==> config.mk <==
export PLATFORM = sky130hd
export DESIGN_NAME = regfile_wb_arbiter
export DESIGN_NICKNAME = d
export VERILOG_FILES = /design/src/rtl/lemon_pkg.sv /design/src/rtl/wb_prio_arb.sv /design/src/rtl/regfile_wb_arbiter.sv
export SDC_FILE = /design/constraint.sdc
export NUM_CORES = 1
export LEC_CHECK = 0
export CAP_MARGIN = 20
export CORE_MARGIN = 2
export CORE_UTILIZATION = 35
export DETAILED_ROUTE_END_ITERATION = 7
export PLACE_DENSITY = 0.76
export SLEW_MARGIN = 20
export SYNTH_ARGS = -nofsm -noshare
export SYNTH_HDL_FRONTEND = slang
export SYNTH_SLANG_ARGS = --single-unit
==> constraint.sdc <==
create_clock -name clk -period 1.8 [get_ports clk]
set_clock_uncertainty 0.15 [all_clocks]
set_input_delay 0.27 -clock clk [delete_from_list [all_inputs] [get_ports clk]]
set_output_delay 0.27 -clock clk [all_outputs]
set_load 0.01 [all_outputs]
==> src/rtl/lemon_pkg.sv <==
`default_nettype none
// ============================================================================
// Module      : lemon_pkg
// Description : Shared core constants and the writeback source enumeration
//               used by the register-file writeback arbiter and its trace.
// Revision    : 1.0 - initial release
// ============================================================================
package lemon_pkg;

    localparam int XLEN       = 64;
    localparam int REG_ADDR_W = 5;

    // Which unit produced a writeback; used by the trace and by bypass logic.
    typedef enum logic {
        WB_EXU = 1'b0,
        WB_LSU = 1'b1
    } wb_src_e;

endpackage : lemon_pkg
`default_nettype wire

==> src/rtl/wb_prio_arb.sv <==
`default_nettype none
// ============================================================================
// Module      : wb_prio_arb
// Description : Two-requester priority arbiter (LSU over EXU) with a
//               starvation counter that forces an EXU grant after
//               STARVE_LIMIT consecutive LSU grants while EXU waits.
// Ports       : clk, rst                 - clock, synchronous active-high reset
//               exu_valid, lsu_valid     - requests
//               exu_ready, lsu_ready     - combinational readies
//               exu_grant, lsu_grant     - valid & ready per requester
//               force_exu                - starvation override active
// Revision    : 1.0 - initial release
// ============================================================================
module wb_prio_arb
    import lemon_pkg::*;
#(
    parameter int STARVE_LIMIT = 3
) (
    input  logic clk,
    input  logic rst,
    input  logic exu_valid,
    input  logic lsu_valid,
    output logic exu_ready,
    output logic lsu_ready,
    output logic exu_grant,
    output logic lsu_grant,
    output logic force_exu
);

    localparam int                CNT_W       = $clog2(STARVE_LIMIT + 1);
    localparam logic [CNT_W-1:0]  C_CNT_LIMIT = CNT_W'(STARVE_LIMIT);
    localparam logic [CNT_W-1:0]  C_CNT_ONE   = CNT_W'(1);

    logic [CNT_W-1:0] r_starve_cnt;

    // Readies depend only on the requesters; the register file never stalls.
    always_comb begin
        force_exu = exu_valid && (r_starve_cnt == C_CNT_LIMIT);
        lsu_ready = !rst && !force_exu;
        exu_ready = !rst && (!lsu_valid || force_exu);
        lsu_grant = lsu_valid && lsu_ready;
        exu_grant = exu_valid && exu_ready;
    end

    // Counts LSU wins while EXU is left waiting; any EXU win or an idle EXU
    // restarts the count.
    always_ff @(posedge clk) begin
        if (rst) begin
            r_starve_cnt <= '0;
        end else if (exu_grant || !exu_valid) begin
            r_starve_cnt <= '0;
        end else if (lsu_grant && (r_starve_cnt != C_CNT_LIMIT)) begin
            r_starve_cnt <= r_starve_cnt + C_CNT_ONE;
        end
    end

endmodule : wb_prio_arb
`default_nettype wire

==> src/rtl/regfile_wb_arbiter.sv <==
`default_nettype none
// ============================================================================
// Module      : regfile_wb_arbiter
// Description : Write-side front end for the integer register file. Merges
//               EXU and LSU writeback handshakes onto the single write port,
//               registers wen/rd/dataD, and discards writes to x0.
// Ports       : clk, rst                         - clock, sync active-high reset
//               exu_valid/ready/rd/data          - EXU writeback channel
//               lsu_valid/ready/rd/data          - LSU writeback channel
//               rf_wen, rf_rd, rf_dataD          - registered write port
// Config      : RF_WB_TRACE_EN - simulation trace of every committed write
// Revision    : 1.0 - initial release
// ============================================================================
module regfile_wb_arbiter
    import lemon_pkg::*;
#(
    parameter int ADDR_WIDTH   = REG_ADDR_W,
    parameter int DATA_WIDTH   = XLEN,
    parameter int STARVE_LIMIT = 3
) (
    input  logic                  clk,
    input  logic                  rst,
    input  logic                  exu_valid,
    output logic                  exu_ready,
    input  logic [ADDR_WIDTH-1:0] exu_rd,
    input  logic [DATA_WIDTH-1:0] exu_data,
    input  logic                  lsu_valid,
    output logic                  lsu_ready,
    input  logic [ADDR_WIDTH-1:0] lsu_rd,
    input  logic [DATA_WIDTH-1:0] lsu_data,
    output logic                  rf_wen,
    output logic [ADDR_WIDTH-1:0] rf_rd,
    output logic [DATA_WIDTH-1:0] rf_dataD
);

    logic                  w_exu_grant;
    logic                  w_lsu_grant;
    logic                  w_force_exu;
    logic                  w_accept;
    logic [ADDR_WIDTH-1:0] w_sel_rd;
    logic [DATA_WIDTH-1:0] w_sel_data;

    logic                  r_wen;
    logic [ADDR_WIDTH-1:0] r_rd;
    logic [DATA_WIDTH-1:0] r_data;

    wb_prio_arb #(
        .STARVE_LIMIT (STARVE_LIMIT)
    ) u_arb (
        .clk       (clk),
        .rst       (rst),
        .exu_valid (exu_valid),
        .lsu_valid (lsu_valid),
        .exu_ready (exu_ready),
        .lsu_ready (lsu_ready),
        .exu_grant (w_exu_grant),
        .lsu_grant (w_lsu_grant),
        .force_exu (w_force_exu)
    );

    // Grants are mutually exclusive, so a simple select is sufficient.
    always_comb begin
        w_accept   = w_exu_grant || w_lsu_grant;
        w_sel_rd   = w_lsu_grant ? lsu_rd   : exu_rd;
        w_sel_data = w_lsu_grant ? lsu_data : exu_data;
    end

    // x0 writes complete their handshake and update rd/data, but never pulse
    // wen. Idle cycles hold rd/data and drop wen.
    always_ff @(posedge clk) begin
        if (rst) begin
            r_wen  <= 1'b0;
            r_rd   <= '0;
            r_data <= '0;
        end else if (w_accept) begin
            r_wen  <= (w_sel_rd != '0);
            r_rd   <= w_sel_rd;
            r_data <= w_sel_data;
        end else begin
            r_wen  <= 1'b0;
        end
    end

    assign rf_wen   = r_wen;
    assign rf_rd    = r_rd;
    assign rf_dataD = r_data;

`ifdef RF_WB_TRACE_EN
    wb_src_e               r_src;
    logic [DATA_WIDTH-1:0] r_shadow [2**ADDR_WIDTH];

    always_ff @(posedge clk) begin
        if (rst) begin
            r_src <= WB_EXU;
        end else if (w_accept) begin
            r_src <= w_lsu_grant ? WB_LSU : WB_EXU;
        end
    end

    // Shadow copy mirrors the register file so the old value can be shown.
    always_ff @(posedge clk) begin
        if (r_wen) begin
            $display("wb %s x%0d <- 0x%h(%0d) old=0x%h",
                     (r_src == WB_LSU) ? "lsu" : "exu", r_rd, r_data,
                     $signed(r_data), r_shadow[r_rd]);
            r_shadow[r_rd] <= r_data;
        end
    end
`else
    logic w_unused_force;
    assign w_unused_force = w_force_exu;
`endif

endmodule : regfile_wb_arbiter
`default_nettype wire

==> flow_summary.json, run 1 <==
{
  "synthXorXnorAreaFrac_pct": 0,
  "synth-seq-area-share_pct": 39.3,
  "antenna_found_initial": 0,
  "fillers": 824,
  "syn-cell-area_um2": 3670,
  "max_freq_mhz": 562,
  "areaGrowthSynthToFinish_pct": 78.9,
  "core_um2": 10200,
  "ff2ff_setup_slack_ns": 0.02,
  "grt_overflow": 0,
  "finalWeightedCongestion": 0.821,
  "critPathArrivalTime_ns": 1.86,
  "path_clk_slew_ns": 0.08,
  "io_pins": 214,
  "total_power_mw": 4.32,
  "avgSynthCellArea_um2": 8.92,
  "status": "finished, final reports clean",
  "synth.largest_area_cell": "dfxtp_1",
  "p_leak_nw": 2.31,
  "worstPathMaxFanout": 25,
  "vias_per_cell": 5.28,
  "tightest_slew_ns": 0.415,
  "tns_ns": 0,
  "hpwl_um": 8860,
  "synth_top_area_share_pct": 39.3,
  "fp.dieH_um": 106,
  "cp-end-kind": "register",
  "drtAntennaViolNets": 0,
  "first_global_vias": 4052,
  "grt_max_degree": 51,
  "setup_viol": 0,
  "synth_top_family_by_area": "compound AO/OA/AOI/OAI gates",
  "hold_viol": 0,
  "drc_errors": 0,
  "route.met3.wl_um": 903,
  "wl_met1_um": 5050,
  "power_density_nw_per_um2": 658,
  "synthArstFlopShare_pct": 0,
  "yosys.cell_types.count": 22,
  "numCtsBuffers": 9,
  "postCtsSetupBuffers": 0,
  "synthTopCellsByArea": "dfxtp_1, a2111oi_2, nor2_1",
  "drt_iter0_drc": 133,
  "clock_sinks": 72,
  "post-route-period-util_pct": 98.9,
  "holdWs_ns": 0.103,
  "regArea_um2": 1440,
  "clock_path_buffers": 2,
  "met2_length_um": 6560,
  "routedWlPerCell_um": 16.9,
  "synth_compound_area_share_pct": 29.1,
  "fin_crit_ns": 1.78,
  "synth_fa_ha_area_share_pct": 0.341,
  "initial_utilization_pct": 35.8,
  "cp.required_ns": 1.88,
  "h-tree-depth": 3,
  "root_buffer": "clkbuf_8",
  "ys_ff_latch": 72,
  "dieArea_um2": 11300,
  "final_util_pct": 64.1,
  "peakVddDrop_uv": 329,
  "relSlewSlack_pct": 72.1,
  "clock_latency_ns": 0.33,
  "grt_pass1_wl_um": 19500,
  "synth_edf_count": 0,
  "synth_warnings": 0,
  "final_max_slew_viol_count": 0,
  "final_layout_size_suffix_gt1_share_pct": 19.5,
  "yosys-mux-area-fraction_pct": 0,
  "worst_hold_path_type": "input pin to register",
  "synth-simple-area-share_pct": 25.6,
  "multiInputGateArea_um2": 2300,
  "ys_top_cells_by_count": "nor2_1, dfxtp_1, nor3_1",
  "tritoncts": "yes",
  "syn_inst": 411,
  "cts-hold-fix-buffers": 0,
  "start_kind": "register",
  "wl_um": 12700,
  "fp.dieW_um": 106,
  "synth-main-ff-cell": "dfxtp_1",
  "synth_nets": 554,
  "yosysMostFrequentCell": "nor2_1",
  "path_class": "register to register",
  "maxCapViolCount": 0,
  "rsz0062_at_grt": "yes",
  "fin_nets": 760,
  "rows": 37,
  "io_buffers": 213,
  "dr.pass1.iters": 4,
  "grt.total_usage_pct": 21.4,
  "top_layer_used": "met4",
  "vias": 3983,
  "n_antenna_cell": 0
}
cells in the final DEF, fill, tap and decap left out, drive strengths merged:
cell type      synthesis  final
ha                     1      1
clkdlybuf4s50          0    210
nand3b                 1      1
a2111oi               68     68
or4                    2      2
nor4bb                 1      1
o22ai                  1      1
a21oi                  1      1
inv                    1      1
nor2b                  2      2
or2                    2      2
nor2                 140    140
dfxtp                 72     72
buf                   11     31
clkbuf                36     14
o32ai                  1      1
and4b                  1      1
a21bo                  1      1
nor3                  69     69
routing by layer:
metal / track usage [%] / up-vias
li1: - / 1902
met1: 24.6 / 1912
met2: 38.2 / 150
met3: 6.01 / 19
met4: 7.05 / 0
met5: 0 / -
report_power, final:
part / leakage, nW / internal [mW] / switching (mW) / total, mW
clock: 0.0935 / 0.630 / 0.565 / 1.19
combinational: 1.61 / 0.764 / 0.564 / 1.33
sequential: 0.600 / 1.73 / 0.0706 / 1.80
total: 2.31 / 3.12 / 1.20 / 4.32
flip-flops by register name (all words and copies together) (netlist names):
signal / flops
rf_rd: 5
u_arb.r_starve_cnt: 2
rf_wen: 1
rf_dataD: 64
logic make-up (layout without fill, tap and decap cells):
| group | count (synthesis) | in the layout |
|---|---|---|
| fa+ha+maj | 1 | 1 |
| buf+inv | 48 | 256 |
| simple gates | 218 | 218 |
| compound gates | 72 | 72 |
| flops | 72 | 72 |
per-stage QoR:
step	area (µm²)	std cells	worst slack, ns
2_1_floorplan	3690	411	-0.0674
3_3_place_gp	6110	742	-0.251
3_5_place_dp	6110	742	-0.323
4_1_cts	6370	755	-0.00582
5_1_grt	6560	755	-0.0289
6_report	6560	755	0.0197
repair_timing:
action                                  in CTS  in global routing
gates resized for setup                     22                 23
pin swaps                                    0                  0
endpoints found under the setup margin      15                 52
cell type report:
cell class,count,share of cell area (%)
Sequential cell,72,22.0
Clock buffer,13,2.73
Tap cell,136,2.59
Inverter,1,0.0572
Timing Repair Buffer,242,37.5
Multi-Input combinational cell,291,35.1
final timing paths:
kind	from	end	cells after the start
hold reg to reg	u_arb.r_starve_cnt[0]	u_arb.r_starve_cnt[0]	1
hold / removal	rst	rf_dataD[29]	2
setup reg to reg	u_arb.r_starve_cnt[0]	rf_dataD[0]	5
setup / recovery	u_arb.r_starve_cnt[0]	rf_dataD[0]	5
critical path: stages (launching register included):
cell	delay (ns)
dfxtp_2	0.34
ha_4	0.16
a21bo_4	0.22
or2_4	0.27
buf_12	0.19
a2111oi_2	0.32
Note: power is estimated with default switching activity, not from simulation.
==> run 2: changes to the inputs <==
--- a/config.mk
+++ b/config.mk
@@ -9,7 +9,7 @@
 export CORE_MARGIN = 2
 export CORE_UTILIZATION = 35
 export DETAILED_ROUTE_END_ITERATION = 7
-export PLACE_DENSITY = 0.76
+export PLACE_DENSITY = 0.88
 export SLEW_MARGIN = 20
 export SYNTH_ARGS = -nofsm -noshare
 export SYNTH_HDL_FRONTEND = slang
==> flow_summary.json, run 2 (synthesis results as in run 1) <==
{
  "status": "complete, but fails checks",
  "violations": "negative setup slack",
  "wl_met1_um": 4980,
  "holdWs_ns": 0.304,
  "clock_sinks": 72,
  "fp.dieW_um": 106,
  "critPathSlowestCell": "dfxtp_2",
  "fp.dieH_um": 106,
  "worstPathMaxFanout": 21,
  "route.met3.wl_um": 1030,
  "final_layout_size_suffix_gt1_share_pct": 19.3,
  "cp.required_ns": 1.89,
  "clock_latency_ns": 0.34,
  "met2_length_um": 7110,
  "root_buffer": "clkbuf_8",
  "setup_ws_ns": -0.0352,
  "max_freq_mhz": 545,
  "path_clk_slew_ns": 0.08,
  "finalWeightedCongestion": 0.801,
  "rows": 37,
  "peakVddDrop_uv": 309,
  "tightest_slew_ns": 0.576,
  "maxCapViolCount": 0,
  "hpwl_um": 9340,
  "grt_pass1_wl_um": 19700,
  "power_density_nw_per_um2": 652,
  "path_buf_inv": 1,
  "final_util_pct": 66.6,
  "start_kind": "register",
  "io_buffers": 213,
  "first_global_vias": 4111,
  "place_ws_ns": -0.308,
  "relSlewSlack_pct": 61.6,
  "core_um2": 10200,
  "rsz0062_at_grt": "yes",
  "path_class": "register to register",
  "setup_viol": 17,
  "critPathArrivalTime_ns": 1.93,
  "fin_crit_ns": 1.84,
  "cp-end-kind": "register",
  "most-common-layout-cells": "clkdlybuf4s50_1, nor2_1, dfxtp_1",
  "cts-hold-fix-buffers": 0,
  "drt_iter0_drc": 245,
  "top_layer_used": "met4",
  "slowest_delay_ns": 0.34,
  "numCtsBuffers": 9,
  "grt.total_usage_pct": 22.0,
  "io_pins": 214,
  "n_antenna_cell": 0,
  "tritoncts": "yes",
  "place_area_um2": 6100,
  "dieArea_um2": 11300,
  "worst_hold_path_type": "register to register",
  "drc_errors": 0,
  "grt_overflow": 0,
  "antenna_found_initial": 0,
  "mostFrequentLayoutCell": "clkdlybuf4s50_1",
  "final_max_slew_viol_count": 0,
  "clock_path_buffers": 2,
  "fillers": 761,
  "fin_nets": 761,
  "dr.pass1.iters": 4,
  "postCtsSetupBuffers": 0,
  "p_leak_nw": 2.36,
  "post-route-period-util_pct": 102,
  "grt_max_degree": 65,
  "drtAntennaViolNets": 0,
  "wl_um": 13600,
  "vias": 4072,
  "h-tree-depth": 3,
  "design_area_um2": 6810,
  "crit_family": "compound AO/OA/AOI/OAI gates",
  "largest_reg_flops": 64,
  "areaGrowthSynthToFinish_pct": 85.8,
  "hold_viol": 0,
  "routedWlPerCell_um": 17.9,
  "crit_chain": "ha_4 -> a21bo_4 -> or2_4 -> buf_12 -> a2111oi_2",
  "initial_utilization_pct": 35.8,
  "vias_per_cell": 5.36
}
==> run 2: changes by cell type in the layout (fill, tap and decap cells not counted), sizes merged <==
cell,before,now
bufinv,0,1
clkinv,0,3
==> run 2: power breakdown <==
part	total, mW	switching (mW)	leakage (nW)	internal [mW]
Sequential	1.80	0.0731	0.600	1.72
Clock	1.23	0.598	0.0941	0.636
Combinational	1.41	0.609	1.66	0.803
==> run 2: final cells by class <==
| type | count | area (µm²) | area share [%] |
|---|---|---|---|
| repair buffers | 243 | 2510 | 36.9 |
| multi-input cells | 291 | 2510 | 36.8 |
| flip-flops and latches | 72 | 1440 | 21.2 |
| well taps | 136 | 170 | 2.50 |
| clock buffers | 12 | 135 | 1.98 |
| clock inverters | 4 | 45.0 | 0.661 |
| inverters | 1 | 3.75 | 0.0551 |
==> run 2: through the flow <==
stage	std cells	TNS [ns]	total power, mW
after floorplan	411	-1.30	2.35
after global placement	740	-15.08	3.04
after detailed placement	740	-17.11	3.07
after CTS	756	-0.0405	4.32
after global routing	759	-1.64	4.64
final	759	-0.211	4.44
==> run 2: final timing paths <==
path	from	to	slack, ns	cells past startpoint
worst max register to register	u_arb.r_starve_cnt[0]	rf_dataD[63]	-0.04	5
worst min-delay path	u_arb.r_starve_cnt[0]	u_arb.r_starve_cnt[0]	0.30	1
worst min register to register	u_arb.r_starve_cnt[0]	u_arb.r_starve_cnt[0]	0.30	1
worst max-delay path	u_arb.r_starve_cnt[0]	rf_dataD[63]	-0.04	5
==> run 2: repair_timing <==
action,4_1_cts,5_1_grt
gates cloned,0,3
resized for setup,19,42
endpoints found under the setup margin,16,45
pin swaps,0,1
==> run 2: per-layer routing <==
layer / GRT usage, % / vias up
met2: 39.8 / 189
met5: 0 / -
li1: - / 1908
met4: 10.4 / 0
met1: 23.5 / 1939
met3: 5.76 / 36
